<file path="config.mk">
export PLATFORM = sky130hd
export DESIGN_NAME = jtsdram_bank_rd
export DESIGN_NICKNAME = d
export VERILOG_FILES = /design/src/rtl/jtsdram_bank_rd.sv
export SDC_FILE = /design/constraint.sdc
export NUM_CORES = 1
export LEC_CHECK = 0
export CORE_MARGIN = 4
export CORE_UTILIZATION = 54
export CTS_CLUSTER_DIAMETER = 30
export DETAILED_ROUTE_END_ITERATION = 10
export PLACE_DENSITY = 0.79
export SLEW_MARGIN = 40
export SYNTH_ARGS = -nofsm -noshare
export SYNTH_HDL_FRONTEND = slang
export SYNTH_SLANG_ARGS = --single-unit
</file>
<file path="constraint.sdc">
create_clock -name clk -period 4 [get_ports clk]
set_clock_uncertainty 0.15 [all_clocks]
set_input_delay 0.8 -clock clk [delete_from_list [all_inputs] [get_ports clk]]
set_output_delay 0.8 -clock clk [all_outputs]
set_load 0.1 [all_outputs]
</file>
<file path="src/rtl/jtsdram_bank_rd.sv">
// Bank read-verify engine: walks LEN SDRAM words, checks each against a keyed pattern.
// One request outstanding at a time; err/err_cnt accumulate until reset.
module jtsdram_bank_rd #(
  parameter int         AW   = 22,
  parameter int         LEN  = 256,
  parameter logic [7:0] TOUT = 8'd255
) (
  input  logic          clk,
  input  logic          rst,
  input  logic          rd_start,
  input  logic [4:0]    key,
  input  logic [15:0]   data_ref,
  output logic          done,
  output logic          ba_rd,
  output logic [AW-1:0] ba_addr,
  input  logic          ba_ack,
  input  logic          ba_dst,
  input  logic [15:0]   ba_dout,
  output logic          err,
  output logic [7:0]    err_cnt
);

  typedef enum logic [1:0] {IDLE, REQ, WAIT, DONE} state_t;

  localparam logic [AW-1:0] LAST = AW'(LEN - 1);

  state_t        state_q, state_d;
  logic [AW-1:0] i_q, i_d;
  logic [4:0]    key_q, key_d;
  logic [15:0]   ref_q, ref_d;
  logic [7:0]    tcnt_q, tcnt_d;
  logic          err_q, err_d;
  logic [7:0]    err_cnt_q, err_cnt_d;

  logic          start, tout_hit, finish, mismatch;
  logic [15:0]   seed, rot, exp_word;
  logic [31:0]   dbl;

  // Expected word: rotate-left of (index ^ seed) by key[3:0], optional inversion.
  always_comb begin
    seed     = 16'(i_q) ^ ref_q;
    dbl      = {seed, seed} << key_q[3:0];
    rot      = dbl[31:16];
    exp_word = key_q[4] ? ~rot : rot;
  end

  always_comb begin
    start    = rd_start && (state_q == IDLE || state_q == DONE);
    tout_hit = (state_q == WAIT) && !ba_dst && (tcnt_q == TOUT - 8'd1);
    finish   = (state_q == WAIT) && (ba_dst || tout_hit);
    mismatch = ba_dst ? (ba_dout != exp_word) : tout_hit;
  end

  always_ff @(posedge clk or posedge rst) begin
    if (rst) begin
      state_q   <= IDLE;
      i_q       <= '0;
      key_q     <= '0;
      ref_q     <= '0;
      tcnt_q    <= '0;
      err_q     <= 1'b0;
      err_cnt_q <= '0;
    end else begin
      state_q   <= state_d;
      i_q       <= i_d;
      key_q     <= key_d;
      ref_q     <= ref_d;
      tcnt_q    <= tcnt_d;
      err_q     <= err_d;
      err_cnt_q <= err_cnt_d;
    end
  end

  always_comb begin
    state_d = state_q;
    case (state_q)
      IDLE, DONE: if (start) state_d = REQ;
      REQ:        if (ba_ack) state_d = WAIT;
      WAIT:       if (finish) state_d = (i_q == LAST) ? DONE : REQ;
      default:    state_d = IDLE;
    endcase
  end

  always_comb begin
    i_d       = i_q;
    key_d     = key_q;
    ref_d     = ref_q;
    err_d     = err_q;
    err_cnt_d = err_cnt_q;
    // Timer holds at zero while requesting, so it is cleared on the ack edge.
    tcnt_d    = (state_q == WAIT) ? tcnt_q + 8'd1 : 8'd0;
    if (start) begin
      i_d   = '0;
      key_d = key;
      ref_d = data_ref;
    end
    if (finish) begin
      if (mismatch) begin
        err_d = 1'b1;
        if (err_cnt_q != 8'hff) err_cnt_d = err_cnt_q + 8'd1;
      end
      if (i_q != LAST) i_d = i_q + 1'b1;
    end
  end

  always_comb begin
    ba_rd   = (state_q == REQ);
    done    = (state_q == DONE);
    ba_addr = i_q;
    err     = err_q;
    err_cnt = err_cnt_q;
  end

endmodule

</file>
==> run_results.csv, run 1 <==
group,metric,value,unit
clock_tree,cts_buffers,9,
critical_path,crit_arrival,3690,ps
global_routing,grt_pass1_vias,3666,
yosys,yosysSeqAreaShare,36.2,%
sta,finalWorstSetupSlack,367,ps
global_routing,grt_overflow,0,
clock_tree,cts_hold_buf,0,
placed_design,dp_hpwl,8190,um
run,maxCapViolCount,0,
sta,fmax,0.275,GHz
yosys,ys.flop_type,"dfrtp_1",
global_routing,antenna_found_initial,0,
finish,stdcell_count,619,
detailed_routing,drt_wl_total,10800,um
critical_path,cp_slowest_cell,"mux4_2",
sta,drv_slew,0,
critical_path,crit_top_cell,"mux4_2",
die,ios,75,
yosys,ys_ff_latch,62,
detailed_routing,routedWlPerCell,17.4,um
finish,nets,562,
clock_tree,h-tree-depth,3,
detailed_routing,vias_per_cell,6.00,
yosys,ys_warn_count,0,
die,die_width,97.1,um
critical_path,crit_type,"flop to flop",
yosys,ys_types,60,
sta,setup_violations,0,
critical_path,end_kind,"flop",
finish,area_delta_synth_final,21.1,%
yosys,async_reset_ff_share,100,%
pwr,p_leak,2.29,nW
critical_path,worstPathMaxFanout,9,
clock_tree,clk_pin_slew,70,ps
detailed_routing,ant_nets,0,
clock_tree,cts_resized,0,
yosys,yosysTopAreaCell,"dfrtp_1",
die,num_rows,32,
critical_path,worstSetupStartpointType,"flop",
finish,final_util,67.1,%
die,die_height,97.1,um
finish,fillers,603,
hold_path,worstHoldPathType,"flop to flop",
sta,finalHoldViolations,0,
placed_design,pre_cts_ws,374,ps
clock_tree,tritoncts,"built",
placed_design,dp.cells,603,
placed_design,gp_congestion,0.955,
clock_tree,cts-root-buf,"clkbuf_8",
sta,max_slew_margin,59.0,%
sta,rsz0062_at_grt,"false",
detailed_routing,num_vias,3713,
sta,fin_crit_sh,90.8,%
yosys,synthesis.area,0.00428,mm2
clock_tree,cts_setup_buffers,0,
critical_path,critical_path_required,4060,ps
die,die_area,0.00942,mm2
detailed_routing,drtPass1Iterations,5,
yosys,synth_top_area_share,36.2,%
clock_tree,cts_buffer_depth,2,
pwr,p_per_area,812,mW/mm2
detailed_routing,first_iter_violations,256,
global_routing,grt_start_max_net_pins,37,
yosys,synth.area.top_cells,"dfrtp_1 36%, mux4_2 7.4%, xor2_1 6.5%",
yosys,synth_cells,439,
sta,tightest_slew,614,ps
critical_path,crit_path_max_incr_delay,560,ps
finish,antenna_cells,0,
global_routing,grt_usage,23.3,%
yosys,synth.avg_cell_area,9.76,um2
finish,drive_gt1_share,20.9,%
pwr,ir_worst_vdd,0.353,mV
detailed_routing,drc,0,
clock_tree,clk_latency,330,ps
die,start_util,55.4,%
critical_path,path_cells,"inv_2 -> mux4_2 -> mux4_2 -> xor2_1 -> o211ai_1 -> o2bb2a_2 -> nor4_4 -> nor3b_1 -> mux2_1",
yosys,syn_nets,489,
sta,final.setup.tns,0,ps
placed_design,numPortBuffers,74,
outcome,status,"completed",
yosys,synth_edf_count,0,
global_routing,grt_pass1_wl,18200,um
sta,fin_crit,3630,ps
clock_tree,clock-sinks,62,
die,core_area,0.00773,mm2
==> where the power goes <==
part           internal, W  switching [W]
sequential        0.000780       0.000251
combinational      0.00108        0.00148
clock             0.000369       0.000251
==> metrics by stage <==
step	total power [W]	hold WS (ps)	cell area, um2
floorplan	0.00305	301	4280
global placement	0.00357	319	5120
detailed placement	0.00358	313	4960
CTS	0.00421	329	5190
global route	0.00450	370	5190
finish	0.00421	330	5190
==> cell usage after synthesis, drive strengths merged (2+ instances only) <==
library cell and count:
or2 3, nor2b 5, clkbuf 9, o21ai 31, nor2 29, nand2b 9
o221ai 2, o2bb2ai 3, ha 8, and2 11, nor4 10, nor3 7
o31ai 5, a21oi 5, mux4 14, o22ai 19, buf 13, mux2i 4
dfrtp 62, mux2 23, or3 2, xor2 32, a211oi 2, o211ai 3
a21boi 2, inv 16, and3 12, nand2 26, nand4 7, xnor2 20
o32ai 3, a221oi 3, nand3 25
==> layout make-up <==
cell class                      count  area (um2)  area share, %
Multi-Input combinational cell    339        2570           49.6
Sequential cell                    62        1550           29.9
Timing Repair Buffer               84         653           12.6
Clock buffer                       11         141           2.72
Tap cell                          102         128           2.46
Clock inverter                      5        81.3           1.57
Inverter                           16        61.3           1.18
==> cell families (layout without fill, tap and decap cells) <==
logic type               count (synthesis)  in the layout  synth area share (%)
AO/OA/AOI/OAI                           90             90                  14.5
adder cells (fa/ha/maj)                  8              8                  2.34
buffers and inverters                   38            116                  3.80
flip-flops                              62             62                  36.2
multiplexers                            41             41                  14.4
XOR/XNOR                                52             52                  10.6
AND/OR/NAND/NOR                        148            148                  18.1
==> per-layer routing <==
layer	track usage [%]	up-vias	wire length, um
met1	30.8	1791	4630
met3	5.53	22	680
li1	-	1756	-
met2	37.6	144	5200
met5	0	-	0
met4	7.99	0	259
==> sequential cells by signal, indices dropped and copies added (netlist names) <==
signal / flops
err_cnt: 8
state_q: 2
ref_q: 16
ba_addr: 22
err: 1
tcnt_q: 8
key_q: 5
==> path summary, 6_finish.rpt <==
path,start,endpoint,slack [ps],cells past startpoint
min in group asynchronous,rst,tcnt_q[5]$_DFF_PP0_,690,2
worst max-delay path,key_q[0]$_DFFE_PP0P_,err_cnt[6]$_DFFE_PP0P_,370,9
worst min-delay path,err$_DFFE_PP0P_,err$_DFFE_PP0P_,330,1
worst max register to register,key_q[0]$_DFFE_PP0P_,err_cnt[6]$_DFFE_PP0P_,370,9
max in group asynchronous,rst,ref_q[5]$_DFFE_PP0P_,2370,3
worst min register to register,err$_DFFE_PP0P_,err$_DFFE_PP0P_,330,1
==> worst max-delay path, delay by kind of cell (launching register included) <==
kind | cells | cell delay [ps]
XOR/XNOR | 1 | 220
AND/OR/NAND/NOR | 2 | 630
multiplexers | 3 | 1400
buffers and inverters | 1 | 220
AO/OA/AOI/OAI | 2 | 400
flip-flops | 1 | 490
==> placed cells by master, fill, tap and decap left out, types with 3 or more instances in the layout <==
master / count
clkbuf_8: 10
nand2_1: 25
a21oi_1: 5
nand2b_1: 9
o2bb2ai_1: 3
mux2_2: 21
nand3_1: 25
clkdlybuf4s50_1: 41
o31ai_1: 5
and3_1: 12
and2_1: 10
buf_2: 32
nor4_1: 9
buf_4: 11
nand4_1: 7
o32ai_1: 3
xor2_1: 32
nor2b_1: 5
inv_1: 13
o211ai_1: 3
nor2_1: 29
mux2i_1: 4
ha_1: 8
nor3_1: 5
xnor2_1: 20
dfrtp_1: 62
o22ai_1: 19
mux4_2: 14
o21ai_0: 31
No activity file was read; power rests on OpenSTA's default activity.
==> run 2, diff against run 1 <==
--- a/config.mk
+++ b/config.mk
@@ -5,11 +5,13 @@
 export SDC_FILE = /design/constraint.sdc
 export NUM_CORES = 1
 export LEC_CHECK = 0
+export ABC_CLOCK_PERIOD_IN_PS = 4000
 export CORE_MARGIN = 4
-export CORE_UTILIZATION = 54
+export CORE_UTILIZATION = 30
 export CTS_CLUSTER_DIAMETER = 30
 export DETAILED_ROUTE_END_ITERATION = 10
-export PLACE_DENSITY = 0.79
+export PLACE_DENSITY = 0.48
+export SETUP_SLACK_MARGIN = 0.2
 export SLEW_MARGIN = 40
 export SYNTH_ARGS = -nofsm -noshare
 export SYNTH_HDL_FRONTEND = slang
==> run_results.csv, run 2 (synthesis results as in run 1) <==
group,metric,value,unit
detailed_routing,routedWlPerCell,17.3,um
critical_path,crit_type,"flop to flop",
critical_path,end_kind,"flop",
finish,fillers,1420,
die,die_area,0.0163,mm2
placed_design,dp.cells,680,
critical_path,cp_slowest_cell,"mux4_2",
global_routing,antenna_found_initial,0,
clock_tree,cts-root-buf,"clkbuf_16",
detailed_routing,drt_wl_total,12100,um
finish,final_common_cell,"dfrtp_1",
sta,fin_crit,3530,ps
critical_path,crit_top_cell,"mux4_2",
placed_design,numPortBuffers,74,
global_routing,grt_usage,15.1,%
finish,regArea,0.00157,mm2
finish,final_cell_mix,"46 x dfrtp_1, 41 x clkdlybuf4s50_1, 32 x xor2_1, 32 x buf_2, 31 x o21ai_0",
clock_tree,cts_hold_buf,0,
global_routing,grt_pass1_wl,19100,um
detailed_routing,vias_per_cell,5.15,
global_routing,met3_usage,3.93,%
detailed_routing,drc,0,
clock_tree,h-tree-depth,3,
global_routing,grt_pass1_vias,3558,
finish,stdcell_count,697,
clock_tree,cts_buffer_depth,2,
sta,finalHoldViolations,0,
placed_design,pre_cts_ws,308,ps
placed_design,dp_hpwl,9240,um
global_routing,met1_usage,19.0,%
global_routing,grt_start_max_net_pins,39,
clock_tree,clock-sinks,62,
sta,finalWorstSetupSlack,472,ps
critical_path,path_cells,"inv_2 -> mux4_2 -> mux4_2 -> xor2_1 -> o211ai_1 -> o2bb2a_2 -> nor4_4 -> buf_4 -> nor3b_1 -> mux2_1",
outcome,status,"completed",
sta,setup_violations,0,
die,core_area,0.0139,mm2
sta,max_slew_margin,62.1,%
finish,final_util,38.7,%
finish,antenna_cells,0,
pwr,p_per_area,823,mW/mm2
clock_tree,clk_pin_slew,60,ps
finish,multi_input_area,0.00257,mm2
critical_path,path_buf_inv,2,
critical_path,crit_arrival,3590,ps
critical_path,critical_path_required,4070,ps
die,num_rows,43,
sta,tightest_slew,569,ps
sta,final.setup.tns,0,ps
clock_tree,tritoncts,"built",
run,maxCapViolCount,0,
sta,fmax,0.283,GHz
sta,fin_crit_sh,88.2,%
die,die_width,128,um
critical_path,critical_path.top_delay_family,"multiplexers",
finish,drive_gt1_share,24.2,%
pwr,ir_worst_vdd,0.452,mV
global_routing,grt_overflow,0,
die,ios,75,
die,die_height,128,um
finish,nets,562,
global_routing,use_met2,25.1,%
placed_design,gp_congestion,0.928,
detailed_routing,first_iter_violations,173,
sta,rsz0062_at_grt,"false",
detailed_routing,ant_nets,0,
finish,largest_register_ffs,22,
die,start_util,30.7,%
detailed_routing,drtPass1Iterations,5,
finish,area_delta_synth_final,25.7,%
sta,holdWs,334,ps
critical_path,worstSetupStartpointType,"flop",
hold_path,worstHoldPathType,"flop to flop",
critical_path,worstPathMaxFanout,9,
critical_path,crit_path_max_incr_delay,570,ps
clock_tree,clk_latency,340,ps
detailed_routing,num_vias,3593,
pwr,p_leak,2.30,nW
clock_tree,cts_buffers,9,
sta,drv_slew,0,
global_routing,busiest_layer,"met2",
==> run 2: timing repair <==
action                                  in CTS  in global routing
buffers inserted                             0                  1
endpoints found under the setup margin       0                  2
gates resized for setup                      0                  0
==> run 2: metal layers <==
metal / share of wire [%] / routed length [um]
met5: 0 / 0
met4: 0.63 / 76
met3: 4.6 / 553
met2: 50 / 6030
met1: 45 / 5410
==> run 2: path summary, 6_finish.rpt <==
| kind | from | end | slack, ps | cells after the start |
|---|---|---|---|---|
| min in group asynchronous | rst | ref_q[1]$_DFFE_PP0P_ | 710 | 2 |
| max in group asynchronous | rst | ref_q[11]$_DFFE_PP0P_ | 2420 | 3 |
| hold reg to reg | tcnt_q[0]$_DFF_PP0_ | tcnt_q[0]$_DFF_PP0_ | 330 | 1 |
| setup / recovery | key_q[0]$_DFFE_PP0P_ | err_cnt[6]$_DFFE_PP0P_ | 470 | 10 |
| hold / removal | tcnt_q[0]$_DFF_PP0_ | tcnt_q[0]$_DFF_PP0_ | 330 | 1 |
| setup reg to reg | key_q[0]$_DFFE_PP0P_ | err_cnt[6]$_DFFE_PP0P_ | 470 | 10 |
==> run 2: through the flow <==
stage	cell area [um2]	total power (W)
3_3_place_gp	5230	0.00365
3_5_place_dp	5070	0.00364
6_report	5390	0.00443
5_1_grt	5390	0.00472
2_1_floorplan	4300	0.00305
4_1_cts	5380	0.00446
==> run 2: report_power, final <==
group | total (W) | switching, W | internal (W)
sequential | 0.00104 | 0.000256 | 0.000783
combinational | 0.00261 | 0.00152 | 0.00108
clock | 0.000785 | 0.000289 | 0.000496
total | 0.00443 | 0.00207 | 0.00236
==> run 2: area by class of cell <==
type	instances	share of cell area (%)
Clock inverter	6	1.14
Multi-Input combinational cell	339	47.8
Tap cell	180	4.18
Timing Repair Buffer	84	12.1
Sequential cell	62	29.2
Clock buffer	10	4.44
Inverter	16	1.16
==> run 3, diff against run 2 <==
--- a/config.mk
+++ b/config.mk
@@ -16,3 +16,4 @@
 export SYNTH_ARGS = -nofsm -noshare
 export SYNTH_HDL_FRONTEND = slang
 export SYNTH_SLANG_ARGS = --single-unit
+export TNS_END_PERCENT = 1
==> results of run 3 <==
Final layout, timing and power as in run 2 (identical DEF).
